[config.mk]
export PLATFORM = sky130hd
export DESIGN_NAME = viral_job_sequencer
export DESIGN_NICKNAME = d
export VERILOG_FILES = /design/src/rtl/viral_job_sequencer.sv
export SDC_FILE = /design/constraint.sdc
export NUM_CORES = 1
export LEC_CHECK = 0
export ABC_CLOCK_PERIOD_IN_PS = 2720
export BUFFER_PORTS_ARGS = -buffer_cell sky130_fd_sc_hd__buf_2
export CAP_MARGIN = 20
export CORE_MARGIN = 2
export CORE_UTILIZATION = 38
export DETAILED_ROUTE_END_ITERATION = 6
export SKIP_LAST_GASP = 1
export SYNTH_ARGS = -nofsm -noshare
export SYNTH_HDL_FRONTEND = slang
export SYNTH_SLANG_ARGS = --single-unit
[constraint.sdc]
create_clock -name clk -period 2.72 [get_ports clk]
set_input_delay 0.136 -clock clk [delete_from_list [all_inputs] [get_ports clk]]
set_output_delay 0.136 -clock clk [all_outputs]
set_load 0.02 [all_outputs]
[src/rtl/viral_job_sequencer.sv]
// Purpose: fetches each genome job's bases from byte memory and streams them into ViRAL, then tracks encode completion per genome.
// Latency: at least 3 cycles per base (fetch, wait, send); job_done/job_err pulse one cycle after the triggering event.
// Backpressure: holds v_base/v_base_ready while v_ready_to_rcv is low; refuses new jobs while feeding or at MAX_INFLIGHT.
module viral_job_sequencer #(
   parameter int BYTE         = 8,
   parameter int ADDR_W       = 20,
   parameter int LEN_W        = 16,
   parameter int MAX_INFLIGHT = 2,
   parameter int CNT_W        = 16
) (
   input  logic              clk,
   input  logic              rst,
   input  logic              job_valid,
   output logic              job_ready,
   input  logic [ADDR_W-1:0] job_addr,
   input  logic [LEN_W-1:0]  job_len,
   output logic              mem_req,
   output logic [ADDR_W-1:0] mem_addr,
   input  logic              mem_rvalid,
   input  logic [BYTE-1:0]   mem_rdata,
   input  logic              v_ready_to_rcv,
   output logic              v_base_ready,
   output logic [BYTE-1:0]   v_base,
   output logic              v_done,
   input  logic              v_o_ready,
   input  logic              v_o_done,
   output logic              job_done,
   output logic [CNT_W-1:0]  job_chunks,
   output logic              job_err,
   output logic              busy
);

   localparam int INF_W = $clog2(MAX_INFLIGHT + 1);
   localparam logic [INF_W-1:0] MAX_INF = INF_W'(MAX_INFLIGHT);

   typedef enum logic [2:0] {
      S_IDLE  = 3'd0,
      S_FETCH = 3'd1,
      S_WAIT  = 3'd2,
      S_SEND  = 3'd3,
      S_FIN   = 3'd4
   } state_t;

   state_t            state;
   state_t            state_nxt;
   logic [ADDR_W-1:0] addr;
   logic [LEN_W-1:0]  remaining;
   logic [BYTE-1:0]   base;
   logic [INF_W-1:0]  inflight;
   logic [CNT_W-1:0]  chunk_cnt;
   logic [CNT_W-1:0]  chunk_nxt;
   logic              accept;
   logic              send_fire;
   logic              inf_inc;
   logic              inf_dec;

   assign job_ready = (state == S_IDLE) && (inflight < MAX_INF) && !rst;
   assign accept    = job_valid && job_ready;
   assign send_fire = (state == S_SEND) && v_ready_to_rcv;
   assign inf_inc   = (state == S_FIN);
   // a completion with nothing in flight is spurious and ignored
   assign inf_dec   = v_o_done && (inflight != '0);
   // chunk counter sticks at all-ones rather than wrapping
   assign chunk_nxt = (v_o_ready && (chunk_cnt != '1)) ? chunk_cnt + CNT_W'(1) : chunk_cnt;

   // state register
   always_ff @(posedge clk) begin
      if (rst) state <= S_IDLE;
      else     state <= state_nxt;
   end

   // next-state: one fetch/wait/send round per base, then a single FIN cycle
   always_comb begin
      state_nxt = state;
      case (state)
         S_IDLE:  if (accept && (job_len != '0)) state_nxt = S_FETCH;
         S_FETCH: state_nxt = S_WAIT;
         S_WAIT:  if (mem_rvalid) state_nxt = S_SEND;
         S_SEND:  if (v_ready_to_rcv) state_nxt = (remaining == LEN_W'(1)) ? S_FIN : S_FETCH;
         S_FIN:   state_nxt = S_IDLE;
         default: state_nxt = S_IDLE;
      endcase
   end

   // state-decoded outputs; data buses are zeroed when not qualified
   always_comb begin
      mem_req      = (state == S_FETCH);
      mem_addr     = (state == S_FETCH) ? addr : '0;
      v_base_ready = (state == S_SEND);
      v_base       = (state == S_SEND) ? base : '0;
      v_done       = (state == S_FIN);
      busy         = (state != S_IDLE) || (inflight != '0);
   end

   // job datapath: address/length latch, per-base advance, read-data capture
   always_ff @(posedge clk) begin
      if (rst) begin
         addr      <= '0;
         remaining <= '0;
         base      <= '0;
      end else begin
         if (accept && (job_len != '0)) begin
            addr      <= job_addr;
            remaining <= job_len;
         end else if (send_fire) begin
            addr      <= addr + ADDR_W'(1);
            remaining <= remaining - LEN_W'(1);
         end
         if ((state == S_WAIT) && mem_rvalid) base <= mem_rdata;
      end
   end

   // zero-length descriptors are consumed and flagged
   always_ff @(posedge clk) begin
      if (rst) job_err <= 1'b0;
      else     job_err <= accept && (job_len == '0);
   end

   // genomes fed to ViRAL but not yet reported done
   always_ff @(posedge clk) begin
      if (rst) begin
         inflight <= '0;
      end else if (inf_inc && !inf_dec) begin
         inflight <= inflight + INF_W'(1);
      end else if (!inf_inc && inf_dec) begin
         inflight <= inflight - INF_W'(1);
      end
   end

   // chunk counting and completion report; a chunk arriving with v_o_done is included
   always_ff @(posedge clk) begin
      if (rst) begin
         chunk_cnt  <= '0;
         job_done   <= 1'b0;
         job_chunks <= '0;
      end else if (inf_dec) begin
         chunk_cnt  <= '0;
         job_done   <= 1'b1;
         job_chunks <= chunk_nxt;
      end else begin
         chunk_cnt  <= chunk_nxt;
         job_done   <= 1'b0;
         job_chunks <= '0;
      end
   end

endmodule
Yosys cells after proc, flatten, opt, wreduce, memory -nomap -nowiden --
Index checks and enable logic that the tools add are counted.
Word-level totals: bits in registers 83, latch bits 0, bits in writable memories 0, ROM bits 0, input port bits 51, output and inout bits 51, logic and storage cells 65, memories kept 0
Operators by class: add/sub/neg operators 5, $mul 0, div/mod/pow operators 0, order comparisons 1, equal/unequal tests 9, shift-type cells 0, multiplexer cells 15, bitwise operators 1, reduce and logical (&&, ||, !) cells 25
Operator list (number):
- $mux 20 | 3
- $mux 16 | 3
- $add 20x1->20 const B | 1
- $add 16x1->16 const B | 1
- $eq 16x1->1 const B | 1
- $logic_not 16->1 | 1
- $ne 16x16->1 const B | 1
- $reduce_bool 16->1 | 1
- $sub 16x1->16 const B | 1
- $mux 3 | 4
- $pmux 3 s4 | 1
- $logic_and 1x1->1 | 11
- $mux 8 | 1
- $eq 3x2->1 const B | 2
- $reduce_bool 2->1 | 3
- $mux 2 | 2
- $ne 2x2->1 const B | 2
- $reduce_or 2->1 | 2
- $eq 3x1->1 const B | 1
- $eq 3x3->1 const B | 1
- $logic_not 1->1 | 3
- $logic_not 3->1 | 1
- $reduce_and 3->1 | 1
- $reduce_bool 3->1 | 1
- other kinds (7) | 7

Longest topological paths before layout --
Gate-level depths: netlist (run 1).
depth in word-level cells 7, gate-level depth with buffers 8, mapped depth without buffers 7

Least setup slack after synthesis (run 1) --
No wires, ideal clock.
kind register to register, from reg state[2], to reg inflight[1], library setup time 70 ps, arrival 1895 ps, data required time 2650 ps, path slack 755 ps, cell stages (with the launch flop) 6, buffers on the path 1, period minus slack after synthesis 1965 ps, cell sequence dfxtp_1 buf_2 nor3b_1 ha_1 or3_1 a21oi_1
On the way: cells in the longest elaborated chain, start to end 4, elaborated cells on any way between the ends 6, those cells by class eq/ne: 1; mux: 1; reduce/logical: 4
RTL lines:
- from (decl) | line 44 | state_t state;
- from (signal assigned) | line 69 | else state <= state_nxt;
- $eq 3x3->1 (*)
- named net v_done | line 24 | output logic v_done,
- $logic_not 1->1 | line 125 | end else if (!inf_inc && inf_dec) begin
- $logic_and 1x1->1 | line 125
- $reduce_bool 2->1 (no line)
- to (signal assigned) | line 124 | inflight <= inflight + INF_W'(1);
- to (signal assigned) | line 126 | inflight <= inflight - INF_W'(1);
- to (decl) | line 49 | logic [INF_W-1:0] inflight;
Mark *: on every way through the listed nets, which the timed path passes. The rest lies on a longest branch. A chain may end at the register's enable or synchronous reset.

Final worst setup path (run 1) --
from reg state[1], to reg addr[17]
On the way: cells in the longest elaborated chain, start to end 6, elaborated cells on any way between the ends 9, those cells by class eq/ne: 1; mux: 1; reduce/logical: 7
RTL lines:
- $logic_not 3->1 | line 57 | assign job_ready = (state == S_IDLE) && (inflight < MAX_INF) && !rst;
- $logic_and 1x1->1 (2 in a row) | line 57
- $logic_and 1x1->1 | line 58 | assign accept = job_valid && job_ready;
- $logic_and 1x1->1 | line 102 | if (accept && (job_len != '0)) begin
- $mux 20 or $reduce_bool 2->1 (tied branches)
- to (signal assigned) | line 103 | addr <= job_addr;
- to (signal assigned) | line 106 | addr <= addr + ADDR_W'(1);
- to (decl) | line 46 | logic [ADDR_W-1:0] addr;
Parallel ways exist; a longest one is shown, timed or not.

==> results of run 1 <==
==> stage by stage <==
stage / cells / worst slack, ns
after global routing: 708 / 0.2436
after global placement: 689 / 0.4774
final: 708 / 0.3903
after floorplan: 466 / 0.7547
after CTS: 708 / 0.3873
after detailed placement: 689 / 0.3903
==> layout make-up <==
type                       count  area share
sequential                    83      0.3441
inverter                       6    0.004664
multi-input combinational    352      0.4465
clock buffer                   9     0.02565
timing repair buffer         115      0.1280
tap                          136     0.03524
clock inverter                 7     0.01581
==> flip-flops by register name, summed over array words and instances, names as in the netlist <==
register and flops:
job_chunks 16, job_err 1, remaining 16, addr 20, state 3, inflight 2
chunk_cnt 16, base 8, job_done 1
==> cell usage after synthesis, types with 2 or more instances <==
cell type,n
a211oi_1,2
a211oi_2,7
a21o_1,2
a21oi_1,17
a221oi_1,2
a22oi_1,2
a2bb2oi_1,5
a31oi_1,11
a32oi_1,2
and2_1,29
and3_1,6
and4_1,5
buf_2,2
buf_6,6
clkbuf_1,15
dfxtp_1,83
ha_1,5
inv_1,6
mux2i_1,10
nand2_1,37
nand2b_1,3
nand3_1,18
nand4_1,11
nand4b_1,5
nor2_1,75
nor3_1,8
nor3b_1,2
nor4_1,8
o211ai_1,11
o21ai_0,12
o311ai_0,4
or2_2,5
or3_1,11
or4_1,2
xnor2_1,2
xor2_1,21
==> routing by layer <==
metal  share of wire  vias to the layer above  wire length, um
met4           0.013                        0              124
met1            0.46                     1684             4555
met5               0                        -                0
li1                -                     1860                -
met2            0.47                       84             4619
met3           0.055                       10              537
==> final timing paths <==
kind	start	end	slack, ns	cells after the start
setup / recovery	state[1]	addr[17]	0.39	6
hold / removal	mem_rdata[6]	base[6]	0.01	3
setup reg to reg	state[1]	addr[17]	0.39	6
hold reg to reg	remaining[13]	remaining[13]	0.49	2
==> cells by family (layout without fill, tap and decap cells) <==
kind of cell             after synthesis  in the layout  synth area share
AO/OA/AOI/OAI                         84             84            0.1531
buffers and inverters                 31            137           0.04212
AND/OR/NAND/NOR                      230            230            0.2958
multiplexers                          10             10           0.02515
XOR/XNOR                              23             23           0.05061
flip-flops                            83             83            0.4175
adder cells (fa/ha/maj)                5              5           0.01572
==> power groups by stage <==
stage	Combinational (mW)	Clock [mW]	Sequential (mW)
CTS	0.279	0.930	1.30
detailed placement	0.274	0	1.33
finish	0.277	0.902	1.30
floorplan	0.195	0	1.32
global placement	0.271	0	1.33
global route	0.310	0.992	1.31
==> worst max-delay path, cell delays in order, from the launching register on <==
cell	delay [ns]
dfxtp_1	0.40
or4_4	0.59
nor3b_4	0.43
nand2_2	0.29
buf_4	0.27
o311ai_0	0.11
a31oi_1	0.12
==> impl_results.md, run 1 <==
- Status: finished clean
- Clk pwr share: 0.363
- NetSw: 0.7390 mW
- ANT nets after route: 0
- Yosys cell types: 50
- Commonest cells after routing, fill and taps aside: buf_2, dfxtp_1, nor2_1
- GR Layer Usage met2: 0.2990
- Sequential share of power: 0.525
- Row count: 37
- Die Y: 106.3 um
- Max-cap viol count: 0
- Io pins: 102
- FMAX: 0.4292 GHz
- Worst EP required: 2.95 ns
- Total track usage: 0.1791
- CTS tree: built
- Crit Path Category: reg -> reg
- Syn Nets: 522
- Vias in the first global route: 3488
- Congestion Overflow GR: 0
- Total power: 2.484 mW
- Clock skew: 0.01125 ns
- Slew headroom: 0.4547
- Synth Instances: 466
- Final Hold Viols: 0
- Fin. max-slew vios: 0
- Die W: 106.3 um
- PostCTS Resize Cnt: 0
- DPL Wire Length: 7121 um
- Vias/cell: 5.138
- Yosys warns: 0
- Clk root buf: clkbuf_8
- Worst-path fanout max: 13
- Leakage power figure: 2.013 nW
- WL/cell: 13.89 um
- Arrival time worst endpoint: 2.56 ns
- First-pass iteration count of the detailed router: 6
- CTS Buf Count: 9
- EDFF count, synth: 0
- Crit share post-route: 0.8565
- Setup Viol. Count Final: 0
- Share of cells above drive strength 1: 0.2552
- Cell area after placement: 0.004598 sq mm
- Min Tclk post-route: 2.330 ns
- Top FF cell, synth: dfxtp_1
- Area of the multi-input gates: 0.002156 sq mm
- Layout fillers: 1030
- Grt met3 use: 0.04844
- Final WL: 9837 um
- Fin area: 0.004828 sq mm
- TritonCTS sink count: 83
- First-pass GRT wire length: 16330 um
- Fin util: 0.4719
- Area growth syn-to-layout: 21.31%
- Reg clk slew, reported paths: 0.09 ns
- Slew @ Worst Pin: 0.8135 ns
- Port bufs: 101
- Startpoint Class: register
- Comb pwr share: 0.112
- Post-synthesis sequential area ratio: 0.4175
- Fin nets: 623
- Cell area after synthesis: 0.003980 sq mm
- Fin Hold WS: 0.01338 ns
- DRC violations left: 0
- Largest net degree at the start of global routing: 46
- Final setup TNS: 0 ns
- Core region area: 0.01023 sq mm
- Pint: 1.745 mW
- Vias after detailed routing: 3638
- Post-synth top area cell: dfxtp_1
- HP Class: in -> reg
- Pwr per Cell Area: 514.6 mW/mm^2
- # diodes: 0
- Asr flop ratio synth: 0
- Yosys top cell area share: 0.4175
- #FFs+latches synth: 83
- RSZ-0062 raised after global routing: no
- Initial core utilization: 0.3890
- Net Sw Frac: 0.2975
- Clk Latency, worst-skew pair: 0.36 ns
- Die Area: 0.01131 sq mm
- GR peak layer: met2
- Clk buf depth: 2
- Met1 GRT Util: 0.2267
- Peak VDD IR: 0.3058 mV
- Synth area leaders: dfxtp_1, nor2_1, xor2_1, and2_1, nand2_1
- Iter 0 DRT Violations: 121
- Commonest non-fill, non-tap cell in the layout: buf_2
- Initial antenna violation count: 0
- Register area: 0.001662 sq mm
- Post CTS Setup Buffer Count: 0
- Deepest level of the CTS H-tree: 3
- Mean Syn Cell Area: 8.541 sq um
- Hold_buf cts: 3
- Gpl congestion: 0.8063
- CP endpoint kind: register
No activity file was read; power rests on OpenSTA's default activity.
==> inputs of run 2 (changes only) <==
RECOVER_POWER = 25   (was unset)
==> impl_results.md, run 2 (synthesis results as in run 1) <==
- # diodes: 0 (unchanged)
- RSZ-0062 raised after global routing: no
- Final WL: 9852 um (+0.15%)
- Initial core utilization: 0.3890 (unchanged)
- Max-cap viol count: 0 (unchanged)
- Die Area: 0.01131 sq mm (unchanged)
- First-pass GRT wire length: 16330 um (unchanged)
- Total track usage: 0.1791 (unchanged)
- Crit path buf inv count: 1 (unchanged)
- Hold_buf cts: 3 (unchanged)
- Post CTS Setup Buffer Count: 0 (unchanged)
- Status: finished clean
- WL/cell: 13.92 um (+0.15%)
- Most flop-heavy register: addr
- Pwr per Cell Area: 517.0 mW/mm^2 (+0.47%)
- Reg clk slew, reported paths: 0.09 ns (about the same)
- Die Y: 106.3 um (unchanged)
- Crit path largest cell delay: 0.59 ns (about the same)
- FMAX: 0.4295 GHz (about the same)
- Vias/cell: 5.145 (+0.14%)
- CP endpoint kind: register
- Min Tclk post-route: 2.328 ns (-0.001579 ns)
- Vias in the first global route: 3488 (unchanged)
- Core region area: 0.01023 sq mm (unchanged)
- Die W: 106.3 um (unchanged)
- Commonest non-fill, non-tap cell in the layout: dfxtp_1
- Setup Viol. Count Final: 0 (unchanged)
- Final WS setup: 0.3918 ns (+0.001579 ns)
- Peak VDD IR: 0.3029 mV (-0.97%)
- Gpl congestion: 0.8063 (unchanged)
- Worst-path fanout max: 13 (unchanged)
- Startpoint Class: register
- Final setup TNS: 0 ns (unchanged)
- Leakage power figure: 1.925 nW (-4.4%)
- Deepest level of the CTS H-tree: 3 (unchanged)
- Final Hold Viols: 0 (unchanged)
- ANT nets after route: 0 (unchanged)
- Congestion Overflow GR: 0 (unchanged)
- Fin nets: 623 (unchanged)
- HP Class: in -> reg
- Initial antenna violation count: 0 (unchanged)
- Clk Latency, worst-skew pair: 0.36 ns (about the same)
- Worst EP required: 2.95 ns (about the same)
- CTS Buf Count: 9 (unchanged)
- Commonest cells after routing, fill and taps aside: dfxtp_1, buf_2, nor2_1
- Slowest CP cell: or4_4
- Row count: 37 (unchanged)
- Crit share post-route: 0.8559 (about the same)
- Fin util: 0.4692 (-0.002690)
- CP top delay family: simple AND/OR/NAND/NOR gates
- Io pins: 102 (unchanged)
- TritonCTS sink count: 83 (unchanged)
- Fin. max-slew vios: 0 (unchanged)
- CTS tree: built
- Critical Path, Cell by Cell: or4_4 > nor3b_4 > nand2_2 > buf_4 > o311ai_0 > a31oi_1
- DRC violations left: 0 (unchanged)
- Crit Path Category: reg -> reg
- Largest net degree at the start of global routing: 46 (unchanged)
- Total power: 2.482 mW (-0.10%)
- Iter 0 DRT Violations: 112 (-7.4%)
- Place WS: 0.3903 ns (unchanged)
- Vias after detailed routing: 3643 (+0.14%)
- Max reg flops: 20 (unchanged)
- Slew headroom: 0.3707 (-0.08406)
- PostCTS Resize Cnt: 0 (unchanged)
- Port bufs: 101 (unchanged)
- First-pass iteration count of the detailed router: 4 (-2)
- Slew @ Worst Pin: 0.9440 ns (+0.1305 ns)
- Arrival time worst endpoint: 2.56 ns (about the same)
- Area growth syn-to-layout: 20.62%
- Clock skew: 0.009710 ns (-0.001543 ns)
- Clk root buf: clkbuf_8
- Share of cells above drive strength 1: 0.2185 (-0.03671)
- Clk buf depth: 2 (unchanged)
- DPL Wire Length: 7121 um (unchanged)
- Layout fillers: 1030 (unchanged)
==> run 2: layer usage <==
layer / GRT usage / vias up / part of all wire
li1: - / 1860 / -
met1: 0.2267 / 1682 / 0.46
met2: 0.2990 / 91 / 0.47
met3: 0.04844 / 10 / 0.052
met4: 0.05075 / 0 / 0.013
met5: 0 / - / 0
==> run 2: power by group <==
part           switching (mW)  internal (mW)
clock                   0.533          0.367
combinational           0.157          0.120
sequential             0.0468           1.26
total                   0.737           1.74
==> run 2: per-stage QoR <==
stage / cell area [sq um] / instances / hold slack (ns)
after global placement: 4598 / 689 / 0.3586
after global routing: 4801 / 708 / 0.009280
final: 4801 / 708 / 0.01329
after CTS: 4828 / 708 / 0.001721
after floorplan: 3980 / 466 / 0.2464
after detailed placement: 4598 / 689 / 0.3579
==> run 2: final cells by class <==
cell class                 instances  area [sq um]  share of cell area
clock buffer                       9         123.9             0.02580
multi-input combinational        352          2156              0.4490
tap                              136         170.2             0.03544
timing repair buffer             115         590.6              0.1230
sequential                        83          1662              0.3461
inverter                           6         22.52            0.004691
clock inverter                     7         76.32             0.01590
==> run 2: worst paths after layout <==
kind,startpoint,end,slack (ns),cells after the start
max,state[1],addr[17],0.39,6
max reg2reg,state[1],addr[17],0.39,6
min reg2reg,remaining[13],remaining[13],0.49,2
min,mem_rdata[6],base[6],0.01,3
==> run 2: worst register-to-register path, delay by kind of cell (launching register included) <==
family                 cells  cell delay (ns)
AO/OA/AOI/OAI              2             0.23
buffers and inverters      1             0.27
flip-flops                 1             0.40
AND/OR/NAND/NOR            3             1.31
==> inputs of run 3 (changes only) <==
CORE_UTILIZATION = 50   (was 38)
PLACE_DENSITY = 0.76   (was unset)
==> impl_results.md, run 3 (synthesis results as in run 1) <==
- Status: finished clean
- Peak VDD IR: 0.3032 mV (about the same)
- Commonest cells after routing, fill and taps aside: dfxtp_1, buf_2, nor2_1
- Crit share post-route: 0.8355 (-0.02042)
- Worst EP required: 2.97 ns (+0.02 ns)
- CTS Buf Count: 9 (unchanged)
- DRC violations left: 0 (unchanged)
- Worst-path fanout max: 22 (+9)
- Setup Viol. Count Final: 0 (unchanged)
- WL/cell: 13.83 um (-0.62%)
- Die W: 93.22 um (-12%)
- Core region area: 0.007727 sq mm (-24%)
- CP top delay family: simple AND/OR/NAND/NOR gates
- ANT nets after route: 0 (unchanged)
- HP Class: in -> reg
- Gpl congestion: 0.8601 (+6.7%)
- CP endpoint kind: register
- Hold_buf cts: 1 (-2)
- Vias in the first global route: 3460 (-0.80%)
- CTS tree: built
- Vias after detailed routing: 3703 (+1.6%)
- Max reg flops: 20 (unchanged)
- Final setup TNS: 0 ns (unchanged)
- Fin area: 0.004701 sq mm (-2.1%)
- Initial antenna violation count: 0 (unchanged)
- Total power: 2.422 mW (-2.4%)
- Placed insts: 652 (-5.4%)
- Final WL: 9252 um (-6.1%)
- PostCTS Resize Cnt: 0 (unchanged)
- Max-cap viol count: 0 (unchanged)
- Clock skew: 0.01241 ns (+0.002700 ns)
- Pwr per Cell Area: 515.3 mW/mm^2 (-0.33%)
- Clk root buf: clkbuf_8
- Cell area after placement: 0.004528 sq mm (-1.5%)
- Fin util: 0.6083 (+0.1391)
- First-pass GRT wire length: 15660 um (-4.1%)
- Critical Path, Cell by Cell: or4_4 > nor3b_4 > and2_1 > buf_4 > a2111oi_0 > a21o_1
- # diodes: 0 (unchanged)
- RSZ-0062 raised after global routing: no
- Total track usage: 0.2208 (+0.04176)
- Congestion Overflow GR: 0 (unchanged)
- FMAX: 0.4400 GHz (+2.4%)
- Slew @ Worst Pin: 0.8804 ns (-0.06359 ns)
- Deepest level of the CTS H-tree: 3 (unchanged)
- Slowest CP cell: or4_4
- Fin. max-slew vios: 0 (unchanged)
- Most flop-heavy register: addr
- Crit Path Category: reg -> reg
- Clk Latency, worst-skew pair: 0.35 ns (about the same)
- Largest net degree at the start of global routing: 54 (+17%)
- Port bufs: 101 (unchanged)
- Share of cells above drive strength 1: 0.2152 (-0.003364)
- Leakage power figure: 1.892 nW (-1.7%)
- Slew headroom: 0.4131 (+0.04240)
- Clk buf depth: 2 (unchanged)
- Post-Layout Cell Count: 669 (-5.5%)
- Io pins: 102 (unchanged)
- First-pass iteration count of the detailed router: 4 (unchanged)
- Initial core utilization: 0.5151 (+0.1260)
- Die Y: 93.22 um (-12%)
- DPL Wire Length: 6580 um (-7.6%)
- Vias/cell: 5.535 (+7.6%)
- Startpoint Class: register
- Final Hold Viols: 0 (unchanged)
- Min Tclk post-route: 2.273 ns (-0.05553 ns)
- Post CTS Setup Buffer Count: 0 (unchanged)
- Commonest non-fill, non-tap cell in the layout: dfxtp_1
- Area growth syn-to-layout: 18.11%
- Iter 0 DRT Violations: 165 (+47%)
- TritonCTS sink count: 83 (unchanged)
- Fin nets: 618 (-0.80%)
- Crit path largest cell delay: 0.60 ns (about the same)
- Die Area: 0.008690 sq mm (-23%)
- Row count: 32 (-14%)
- Crit path buf inv count: 1 (unchanged)
- Reg clk slew, reported paths: 0.09 ns (about the same)
- Arrival time worst endpoint: 2.52 ns (-0.04 ns)
==> run 3: final cells by class <==
| type | count | area (sq um) |
|---|---|---|
| Timing Repair Buffer | 110 | 551.8 |
| Multi-Input combinational cell | 352 | 2151 |
| Tap cell | 102 | 127.6 |
| Inverter | 6 | 22.52 |
| Sequential cell | 83 | 1662 |
| Clock inverter | 7 | 62.56 |
| Fill cell | 699 | 3027 |
| Clock buffer | 9 | 123.9 |
==> run 3: per-layer routing <==
layer,global-route usage,routed length [um],vias up
met4,0.07843,142,0
met2,0.3675,4326,128
met1,0.2916,4201,1707
met5,0,0,-
met3,0.03304,582,12
li1,-,-,1856
==> run 3: worst register-to-register path, delay by kind of cell (launching register included) <==
kind / cells / cell delay (ns)
AND/OR/NAND/NOR: 3 / 1.23
buffers and inverters: 1 / 0.26
AO/OA/AOI/OAI: 2 / 0.30
flip-flops: 1 / 0.40
==> run 3: path summary, 6_finish.rpt <==
kind	to	from	cells past startpoint	slack [ns]
setup reg to reg	addr[7]	state[1]	6	0.45
hold reg to reg	base[3]	base[3]	2	0.49
setup / recovery	addr[7]	state[1]	6	0.45
hold / removal	addr[9]	job_addr[9]	3	0.01
==> run 3: power breakdown <==
part / leakage, nW / internal [mW] / switching (mW)
combinational: 1.12 / 0.116 / 0.155
sequential: 0.674 / 1.26 / 0.0467
clock: 0.0936 / 0.355 / 0.492
==> run 3: metrics by stage <==
stage,hold slack [ns],setup WS (ns)
after detailed placement,0.3661,0.4413
after global placement,0.3518,0.5350
final,0.01168,0.4474
after CTS,0.003802,0.4401
after floorplan,0.2464,0.7547
after global routing,0.02306,0.2072
